### src/rtl/hyperram_seq_if.sv
// Request, write/read data and PHY-facing signals of the HyperRAM sequencer.
// The master side is the requester plus the PHY; the slave side is the sequencer.
interface hyperram_seq_if;
    logic        req_valid;
    logic        req_ready;
    logic        req_write;
    logic        req_reg;
    logic        req_wrap;
    logic [21:0] req_addr;
    logic [7:0]  req_len;
    logic [15:0] wdata;
    logic [1:0]  wmask;
    logic        wdata_ready;
    logic [15:0] rdata;
    logic        rdata_valid;
    logic        done;
    logic        err;
    logic        cs_n;
    logic        ck_en;
    logic [15:0] dq_out;
    logic        dq_oe;
    logic [1:0]  rwds_out;
    logic        rwds_oe;
    logic        rwds_in;
    logic [15:0] dq_in;
    logic        dq_in_valid;

    modport master (
        output req_valid, req_write, req_reg, req_wrap, req_addr, req_len,
               wdata, wmask, rwds_in, dq_in, dq_in_valid,
        input  req_ready, wdata_ready, rdata, rdata_valid, done, err,
               cs_n, ck_en, dq_out, dq_oe, rwds_out, rwds_oe
    );

    modport slave (
        input  req_valid, req_write, req_reg, req_wrap, req_addr, req_len,
               wdata, wmask, rwds_in, dq_in, dq_in_valid,
        output req_ready, wdata_ready, rdata, rdata_valid, done, err,
               cs_n, ck_en, dq_out, dq_oe, rwds_out, rwds_oe
    );
endinterface

### src/rtl/hyperram_seq.sv
// HyperRAM (S27KL0642) transaction sequencer: turns one request into a full
// HyperBus transaction (CA, initial latency, data burst, CS# recovery).
// One clk equals one HyperBus CK cycle carrying one 16-bit word.
module hyperram_seq #(
    parameter int LATENCY    = 6,
    parameter int T_RWR      = 3,
    parameter int RD_TIMEOUT = 64
) (
    input logic           clk,
    input logic           rst,
    hyperram_seq_if.slave bus
);
    localparam int RW = (T_RWR > 1) ? $clog2(T_RWR) : 1;
    localparam int TW = (RD_TIMEOUT > 1) ? $clog2(RD_TIMEOUT) : 1;
    localparam logic [4:0]    LAT_ONE = 5'(LATENCY - 1);
    localparam logic [4:0]    LAT_TWO = 5'(2 * LATENCY - 1);
    localparam logic [RW-1:0] RWR_LD  = RW'(T_RWR - 1);
    localparam logic [TW-1:0] TO_LAST = TW'(RD_TIMEOUT - 1);

    typedef enum logic [2:0] {
        ST_IDLE, ST_CA0, ST_CA1, ST_CA2, ST_LAT, ST_WDATA, ST_RDATA, ST_END
    } state_t;

    state_t        state;
    logic [47:0]   ca;
    logic [47:0]   ca_next;
    logic          is_write;
    logic          is_reg;
    logic          accept;
    logic [4:0]    lcnt;
    logic [8:0]    wcnt;
    logic [TW-1:0] tcnt;
    logic [RW-1:0] rcnt;
    logic          req_ready;
    logic          wdata_ready;
    logic          rdata_valid;
    logic          done;
    logic          err;
    logic          cs_n;
    logic          ck_en;
    logic          dq_oe;
    logic          rwds_oe;
    logic [15:0]   dq_q;
    logic [15:0]   rdata;

    // Command/address word: R/W#, address space, burst type, row/column split.
    assign ca_next = {~bus.req_write, bus.req_reg, ~bus.req_wrap, 10'd0,
                      bus.req_addr[21:3], 13'd0, bus.req_addr[2:0]};
    assign accept  = req_ready & bus.req_valid;

    // Request fields held for the whole transaction.
    // NOTE: pure datapath registers only read under FSM qualification, so they carry no reset.
    always_ff @(posedge clk) begin
        if (accept) begin
            ca       <= ca_next;
            is_write <= bus.req_write;
            is_reg   <= bus.req_reg;
        end
    end

    // Read word capture; consumers only look at it while rdata_valid is high.
    always_ff @(posedge clk) begin
        if (state == ST_RDATA && bus.dq_in_valid) begin
            rdata <= bus.dq_in;
        end
    end

    // Transaction FSM with registered bus controls and one-cycle pulses.
    // NOTE: every state and output register here uses non-blocking assignment so all see pre-edge values.
    always_ff @(posedge clk) begin
        if (rst) begin
            state       <= ST_END;
            rcnt        <= RWR_LD;
            lcnt        <= '0;
            wcnt        <= '0;
            tcnt        <= '0;
            cs_n        <= 1'b1;
            ck_en       <= 1'b0;
            dq_oe       <= 1'b0;
            rwds_oe     <= 1'b0;
            req_ready   <= 1'b0;
            wdata_ready <= 1'b0;
            rdata_valid <= 1'b0;
            done        <= 1'b0;
            err         <= 1'b0;
            dq_q        <= '0;
        end else begin
            rdata_valid <= 1'b0;
            done        <= 1'b0;
            err         <= 1'b0;
            case (state)
                ST_IDLE: begin
                    if (accept) begin
                        state     <= ST_CA0;
                        req_ready <= 1'b0;
                        cs_n      <= 1'b0;
                        ck_en     <= 1'b1;
                        dq_oe     <= 1'b1;
                        dq_q      <= ca_next[47:32];
                        wcnt      <= (bus.req_len == 8'd0) ? 9'd256 : {1'b0, bus.req_len};
                    end
                end
                ST_CA0: begin
                    state <= ST_CA1;
                    dq_q  <= ca[31:16];
                end
                ST_CA1: begin
                    state <= ST_CA2;
                    dq_q  <= ca[15:0];
                end
                ST_CA2: begin
                    dq_q <= '0;
                    if (is_write && is_reg) begin
                        // Register writes carry a single word with no latency.
                        state       <= ST_WDATA;
                        wcnt        <= 9'd1;
                        wdata_ready <= 1'b1;
                        rwds_oe     <= 1'b0;
                    end else begin
                        // RWDS high during CA asks for doubled initial latency.
                        state <= ST_LAT;
                        dq_oe <= 1'b0;
                        lcnt  <= bus.rwds_in ? LAT_TWO : LAT_ONE;
                    end
                end
                ST_LAT: begin
                    if (lcnt == 5'd0) begin
                        if (is_write) begin
                            state       <= ST_WDATA;
                            wdata_ready <= 1'b1;
                            dq_oe       <= 1'b1;
                            rwds_oe     <= ~is_reg;
                        end else begin
                            state <= ST_RDATA;
                            tcnt  <= '0;
                        end
                    end else begin
                        lcnt <= lcnt - 5'd1;
                    end
                end
                ST_WDATA: begin
                    if (wcnt == 9'd1) begin
                        state       <= ST_END;
                        rcnt        <= RWR_LD;
                        cs_n        <= 1'b1;
                        ck_en       <= 1'b0;
                        dq_oe       <= 1'b0;
                        rwds_oe     <= 1'b0;
                        wdata_ready <= 1'b0;
                        done        <= 1'b1;
                    end else begin
                        wcnt <= wcnt - 9'd1;
                    end
                end
                ST_RDATA: begin
                    if (bus.dq_in_valid) begin
                        rdata_valid <= 1'b1;
                        wcnt        <= wcnt - 9'd1;
                        tcnt        <= '0;
                    end else begin
                        tcnt <= tcnt + 1'b1;
                    end
                    if ((bus.dq_in_valid && wcnt == 9'd1) ||
                        (!bus.dq_in_valid && tcnt == TO_LAST)) begin
                        state <= ST_END;
                        rcnt  <= RWR_LD;
                        cs_n  <= 1'b1;
                        ck_en <= 1'b0;
                        done  <= 1'b1;
                        err   <= ~bus.dq_in_valid;
                    end
                end
                ST_END: begin
                    if (rcnt == '0) begin
                        state     <= ST_IDLE;
                        req_ready <= 1'b1;
                    end else begin
                        rcnt <= rcnt - 1'b1;
                    end
                end
                default: state <= ST_END;
            endcase
        end
    end

    // Write words pass straight through to the PHY in the cycle they are consumed.
    assign bus.dq_out      = wdata_ready ? bus.wdata : dq_q;
    assign bus.rwds_out    = rwds_oe ? bus.wmask : 2'b00;
    assign bus.req_ready   = req_ready;
    assign bus.wdata_ready = wdata_ready;
    assign bus.rdata       = rdata;
    assign bus.rdata_valid = rdata_valid;
    assign bus.done        = done;
    assign bus.err         = err;
    assign bus.cs_n        = cs_n;
    assign bus.ck_en       = ck_en;
    assign bus.dq_oe       = dq_oe;
    assign bus.rwds_oe     = rwds_oe;
endmodule

### src/flat_wrapper.sv
// flat-port wrapper written by rule: the top's interface ports become plain ports
module hyperram_seq_flat 
#(
    parameter int LATENCY    = 6,
    parameter int T_RWR      = 3,
    parameter int RD_TIMEOUT = 64
)
  (clk, rst, bus_req_valid, bus_req_write, bus_req_reg, bus_req_wrap, bus_req_addr, bus_req_len, bus_wdata, bus_wmask, bus_rwds_in, bus_dq_in, bus_dq_in_valid, bus_req_ready, bus_wdata_ready, bus_rdata, bus_rdata_valid, bus_done, bus_err, bus_cs_n, bus_ck_en, bus_dq_out, bus_dq_oe, bus_rwds_out, bus_rwds_oe);
  hyperram_seq_if bus_i ();
  input logic clk;
  input logic rst;
  input wire logic [$bits(bus_i.req_valid)-1:0] bus_req_valid;
  input wire logic [$bits(bus_i.req_write)-1:0] bus_req_write;
  input wire logic [$bits(bus_i.req_reg)-1:0] bus_req_reg;
  input wire logic [$bits(bus_i.req_wrap)-1:0] bus_req_wrap;
  input wire logic [$bits(bus_i.req_addr)-1:0] bus_req_addr;
  input wire logic [$bits(bus_i.req_len)-1:0] bus_req_len;
  input wire logic [$bits(bus_i.wdata)-1:0] bus_wdata;
  input wire logic [$bits(bus_i.wmask)-1:0] bus_wmask;
  input wire logic [$bits(bus_i.rwds_in)-1:0] bus_rwds_in;
  input wire logic [$bits(bus_i.dq_in)-1:0] bus_dq_in;
  input wire logic [$bits(bus_i.dq_in_valid)-1:0] bus_dq_in_valid;
  output wire logic [$bits(bus_i.req_ready)-1:0] bus_req_ready;
  output wire logic [$bits(bus_i.wdata_ready)-1:0] bus_wdata_ready;
  output wire logic [$bits(bus_i.rdata)-1:0] bus_rdata;
  output wire logic [$bits(bus_i.rdata_valid)-1:0] bus_rdata_valid;
  output wire logic [$bits(bus_i.done)-1:0] bus_done;
  output wire logic [$bits(bus_i.err)-1:0] bus_err;
  output wire logic [$bits(bus_i.cs_n)-1:0] bus_cs_n;
  output wire logic [$bits(bus_i.ck_en)-1:0] bus_ck_en;
  output wire logic [$bits(bus_i.dq_out)-1:0] bus_dq_out;
  output wire logic [$bits(bus_i.dq_oe)-1:0] bus_dq_oe;
  output wire logic [$bits(bus_i.rwds_out)-1:0] bus_rwds_out;
  output wire logic [$bits(bus_i.rwds_oe)-1:0] bus_rwds_oe;
  assign bus_i.req_valid = bus_req_valid;
  assign bus_i.req_write = bus_req_write;
  assign bus_i.req_reg = bus_req_reg;
  assign bus_i.req_wrap = bus_req_wrap;
  assign bus_i.req_addr = bus_req_addr;
  assign bus_i.req_len = bus_req_len;
  assign bus_i.wdata = bus_wdata;
  assign bus_i.wmask = bus_wmask;
  assign bus_i.rwds_in = bus_rwds_in;
  assign bus_i.dq_in = bus_dq_in;
  assign bus_i.dq_in_valid = bus_dq_in_valid;
  assign bus_req_ready = bus_i.req_ready;
  assign bus_wdata_ready = bus_i.wdata_ready;
  assign bus_rdata = bus_i.rdata;
  assign bus_rdata_valid = bus_i.rdata_valid;
  assign bus_done = bus_i.done;
  assign bus_err = bus_i.err;
  assign bus_cs_n = bus_i.cs_n;
  assign bus_ck_en = bus_i.ck_en;
  assign bus_dq_out = bus_i.dq_out;
  assign bus_dq_oe = bus_i.dq_oe;
  assign bus_rwds_out = bus_i.rwds_out;
  assign bus_rwds_oe = bus_i.rwds_oe;
  hyperram_seq #(.LATENCY(LATENCY), .T_RWR(T_RWR), .RD_TIMEOUT(RD_TIMEOUT)) u_core (.clk(clk), .rst(rst), .bus(bus_i));
endmodule
### config.mk
export PLATFORM = sky130hd
export DESIGN_NAME = hyperram_seq_flat
export DESIGN_NICKNAME = d
export VERILOG_FILES = /design/src/rtl/hyperram_seq_if.sv /design/src/rtl/hyperram_seq.sv /design/src/flat_wrapper.sv
export SDC_FILE = /design/constraint.sdc
export NUM_CORES = 1
export LEC_CHECK = 0
export CORE_AREA = 4 4 74 110
export CTS_CLUSTER_SIZE = 8
export DETAILED_ROUTE_END_ITERATION = 16
export DIE_AREA = 0 0 78 114
export DONT_BUFFER_PORTS = 1
export GPL_TIMING_DRIVEN = 0
export HOLD_SLACK_MARGIN = 0.05
export PLACE_DENSITY_LB_ADDON = 0.08
export SYNTH_ARGS = -nofsm -noshare
export SYNTH_HDL_FRONTEND = slang
export SYNTH_SLANG_ARGS = --single-unit
### constraint.sdc
create_clock -name clk -period 1.72 [get_ports clk]
set_input_delay 0.344 -clock clk [delete_from_list [all_inputs] [get_ports clk]]
set_output_delay 0.344 -clock clk [all_outputs]
set_load 0.02 [all_outputs]
==> results of run 1 <==
[stage by stage]
stage	instance area (um^2)	hold slack, ns
after floorplan	4010	0.434
after detailed placement	4140	0.443
after global placement	4140	0.441
after CTS	4900	0.0630
final	5240	0.0766
after global routing	5240	0.0528
[cell usage after synthesis (all sizes together) (8+ instances only)]
master / number / area, um^2
buf: 12 / 66.3
edfxtp: 37 / 1110
inv: 13 / 48.8
o21ai: 14 / 70.1
clkbuf: 10 / 37.5
nor2b: 8 / 50.1
a21oi: 33 / 165
nor2: 45 / 174
mux2: 16 / 180
nand2: 23 / 88.8
nor3: 14 / 70.1
a22oi: 12 / 90.1
dfxtp: 50 / 1000
[cell type report]
class	count	area [um^2]	area share
Tap cell	100	125	0.0239
Clock buffer	11	151	0.0289
Buffer	22	209	0.0399
Clock inverter	5	78.8	0.0150
Timing Repair Buffer	32	357	0.0680
Sequential cell	87	2130	0.406
Multi-Input combinational cell	268	2140	0.408
Inverter	13	52.6	0.0100
[repair_timing]
item | CTS | global route
pin swaps | 13 | 20
endpoints found under the setup margin | 100 | 63
cloned | 2 | 1
gates resized for setup | 78 | 57
hold buffers | 0 | 0
setup buffers | 17 | 12
[cell families (layout without fill, tap and decap cells)]
kind of cell,after synthesis,count (layout),share of synthesized area
muxes,19,19,0.0526
AOI/OAI and AO/OA,95,95,0.159
xor gates and xnor gates,8,8,0.0194
adders and majority gates,5,5,0.0157
DFF,87,87,0.529
buffers and inverters,35,83,0.0382
and+or+nand+nor,141,141,0.187
[worst min-delay path by stage]
stage / from / endpoint / slack [ns] / cells after the start
6_report: bus_req_addr[7] / u_core.ca[20] / 0.08 / 0
5_1_grt: bus_dq_in[14] / u_core.bus.rdata[14] / 0.05 / 0
4_1_cts: bus_req_addr[10] / u_core.ca[23] / 0.06 / 0
3_5_place_dp: bus_dq_in[9] / u_core.bus.rdata[9] / 0.44 / 0
3_3_place_gp: u_core.dq_q[1] / u_core.dq_q[1] / 0.44 / 2
2_1_floorplan: u_core.dq_q[0] / u_core.dq_q[0] / 0.43 / 2
[per-layer routing]
metal	part of all wire	vias up	global-route usage
met1	0.36	1532	0.234
met5	0	-	0
li1	-	1511	-
met4	0.033	0	0.102
met2	0.53	157	0.398
met3	0.082	35	0.0727
[where the power goes]
group	switching, mW	internal, mW
Clock	0.692	0.897
Sequential	0.370	2.51
Combinational	2.40	2.28
Total	3.46	5.69
[cell usage in the layout, fill, tap and decap left out, types with 7 or more instances in the layout]
cell type  count
dfxtp_1       42
edfxtp_1      37
nor2_1        36
buf_4         25
a21oi_1       25
nand2_1       20
mux2_4        16
a22oi_1       12
clkbuf_8      11
inv_1          9
nor3_1         9
nor2b_1        7
[worst reg2reg max path: cells and delay by family (launching register included)]
kind	cells	cell delay, ns
and+or+nand+nor	1	0.13
buffers and inverters	4	0.66
DFF	1	0.34
AOI/OAI and AO/OA	4	0.67
==> flow_summary.json, run 1 <==
{
  "run_status": "finished with violations",
  "violations": "setup timing",
  "cpMaxStageDelayCell": "dfxtp_2",
  "layout.nets": 510,
  "routed_wl_um": 10300,
  "endpoint_kind": "flop",
  "die_y_um": 114,
  "fillers": 477,
  "first_global_vias": 3190,
  "clkTransAtPathRegs_ns": 0.08,
  "grt_max_degree": 22,
  "finalCritPeriodShare": 1.11,
  "skew_ns": 0.00540,
  "crit_buf_inv": 4,
  "critPathLaunchType": "flop",
  "setup_ws_ns": -0.183,
  "fin_tns_setup_ns": -1.91,
  "dp_hpwl_um": 6750,
  "top_register": "u_core.ca",
  "largest_register_ffs": 19,
  "place_congestion": 0.877,
  "setup_violations": 33,
  "cp.required_ns": 1.98,
  "yosysWarnings": 0,
  "hp-class": "in -> reg",
  "rrSetupSlack_ns": -0.18,
  "p_total_mw": 9.15,
  "drt_pass1_iterations": 4,
  "synth_ff_type": "dfxtp_1",
  "syn_area_per_cell_um2": 10.2,
  "yosysUniqueCellTypes": 66,
  "rsz0062_at_grt": "true",
  "startpoint": "u_core.state[1]",
  "netlist_instances": 390,
  "clkLatencyLatePin_ns": 0.36,
  "die_x_um": 78,
  "placementRows": 38,
  "cp_common_cell": "buf_4",
  "drv_cap": 0,
  "port_buffers": 0,
  "reg2reg_depth": 9,
  "tightest_slew_ns": 0.748,
  "grt_pass1_wl_um": 15400,
  "critPathMaxStageDelay_ns": 0.34,
  "core-area_um2": 7180,
  "syn2layout_area_growth_pct": 31.3,
  "synth-async-reset-ratio": 0,
  "critPathCapture": "u_core.wcnt[8]",
  "grtUsageTotal": 0.222,
  "n_antenna_cell": 0,
  "initial_core_util": 0.556,
  "clkSinkCount": 87,
  "worstReg2RegStart": "u_core.state[1]",
  "gr-total-overflow": 0,
  "drive_gt1_frac": 0.345,
  "r2r_end": "u_core.wcnt[8]",
  "cp_top_family": "compound AO/OA/AOI/OAI gates",
  "ctsHtreeMaxLevel": 3,
  "vdd_drop_max_mv": 0.903,
  "ys_ff_latch": 87,
  "cts_tree": "done",
  "fp.dieArea_um2": 8890,
  "crit_arrival_ns": 2.16,
  "via_per_inst": 6.01,
  "min_period_ns": 1.90,
  "seq_area_frac_synth": 0.529,
  "dp.cells": 490,
  "antenna_found_initial": 0,
  "drc": 0,
  "post-place-ws_ns": -0.281,
  "cts_buffer_depth": 2,
  "routedWlPerCell_um": 19.2,
  "syn_area_um2": 3990,
  "drtAntennaViolNets": 0,
  "stdcell_count": 538,
  "power.density_nw_per_um2": 1740,
  "p_leak_nw": 1.90,
  "drt_iter0_drc": 254,
  "synth_edf_count": 37,
  "crit_chain": "buf_8 -> and2_0 -> buf_4 -> o21bai_1 -> a222oi_1 -> buf_4 -> buf_4 -> a21oi_2 -> a31o_2",
  "top_regs": "u_core.ca (19), u_core.bus.rdata (16), u_core.dq_q (16)",
  "vias": 3235,
  "max_slew_margin": 0.501,
  "fmax_ghz": 0.525,
  "synth_nets": 467,
  "finalHoldViolCount": 0,
  "cts_buffers": 9,
  "crit_fanout": 7,
  "crit_type": "reg -> reg",
  "cts-root-buf": "clkbuf_8",
  "utilization": 0.730,
  "pin_count": 115,
  "cp.depth": 9,
  "final-max-slew-violation-count": 0
}
Note: power is estimated with default switching activity, not from simulation.
==> run 2: changes to the inputs <==
Settings changed: CAP_MARGIN set to 5.
==> results of run 2 <==
Final layout, timing and power as in run 1 (identical DEF).
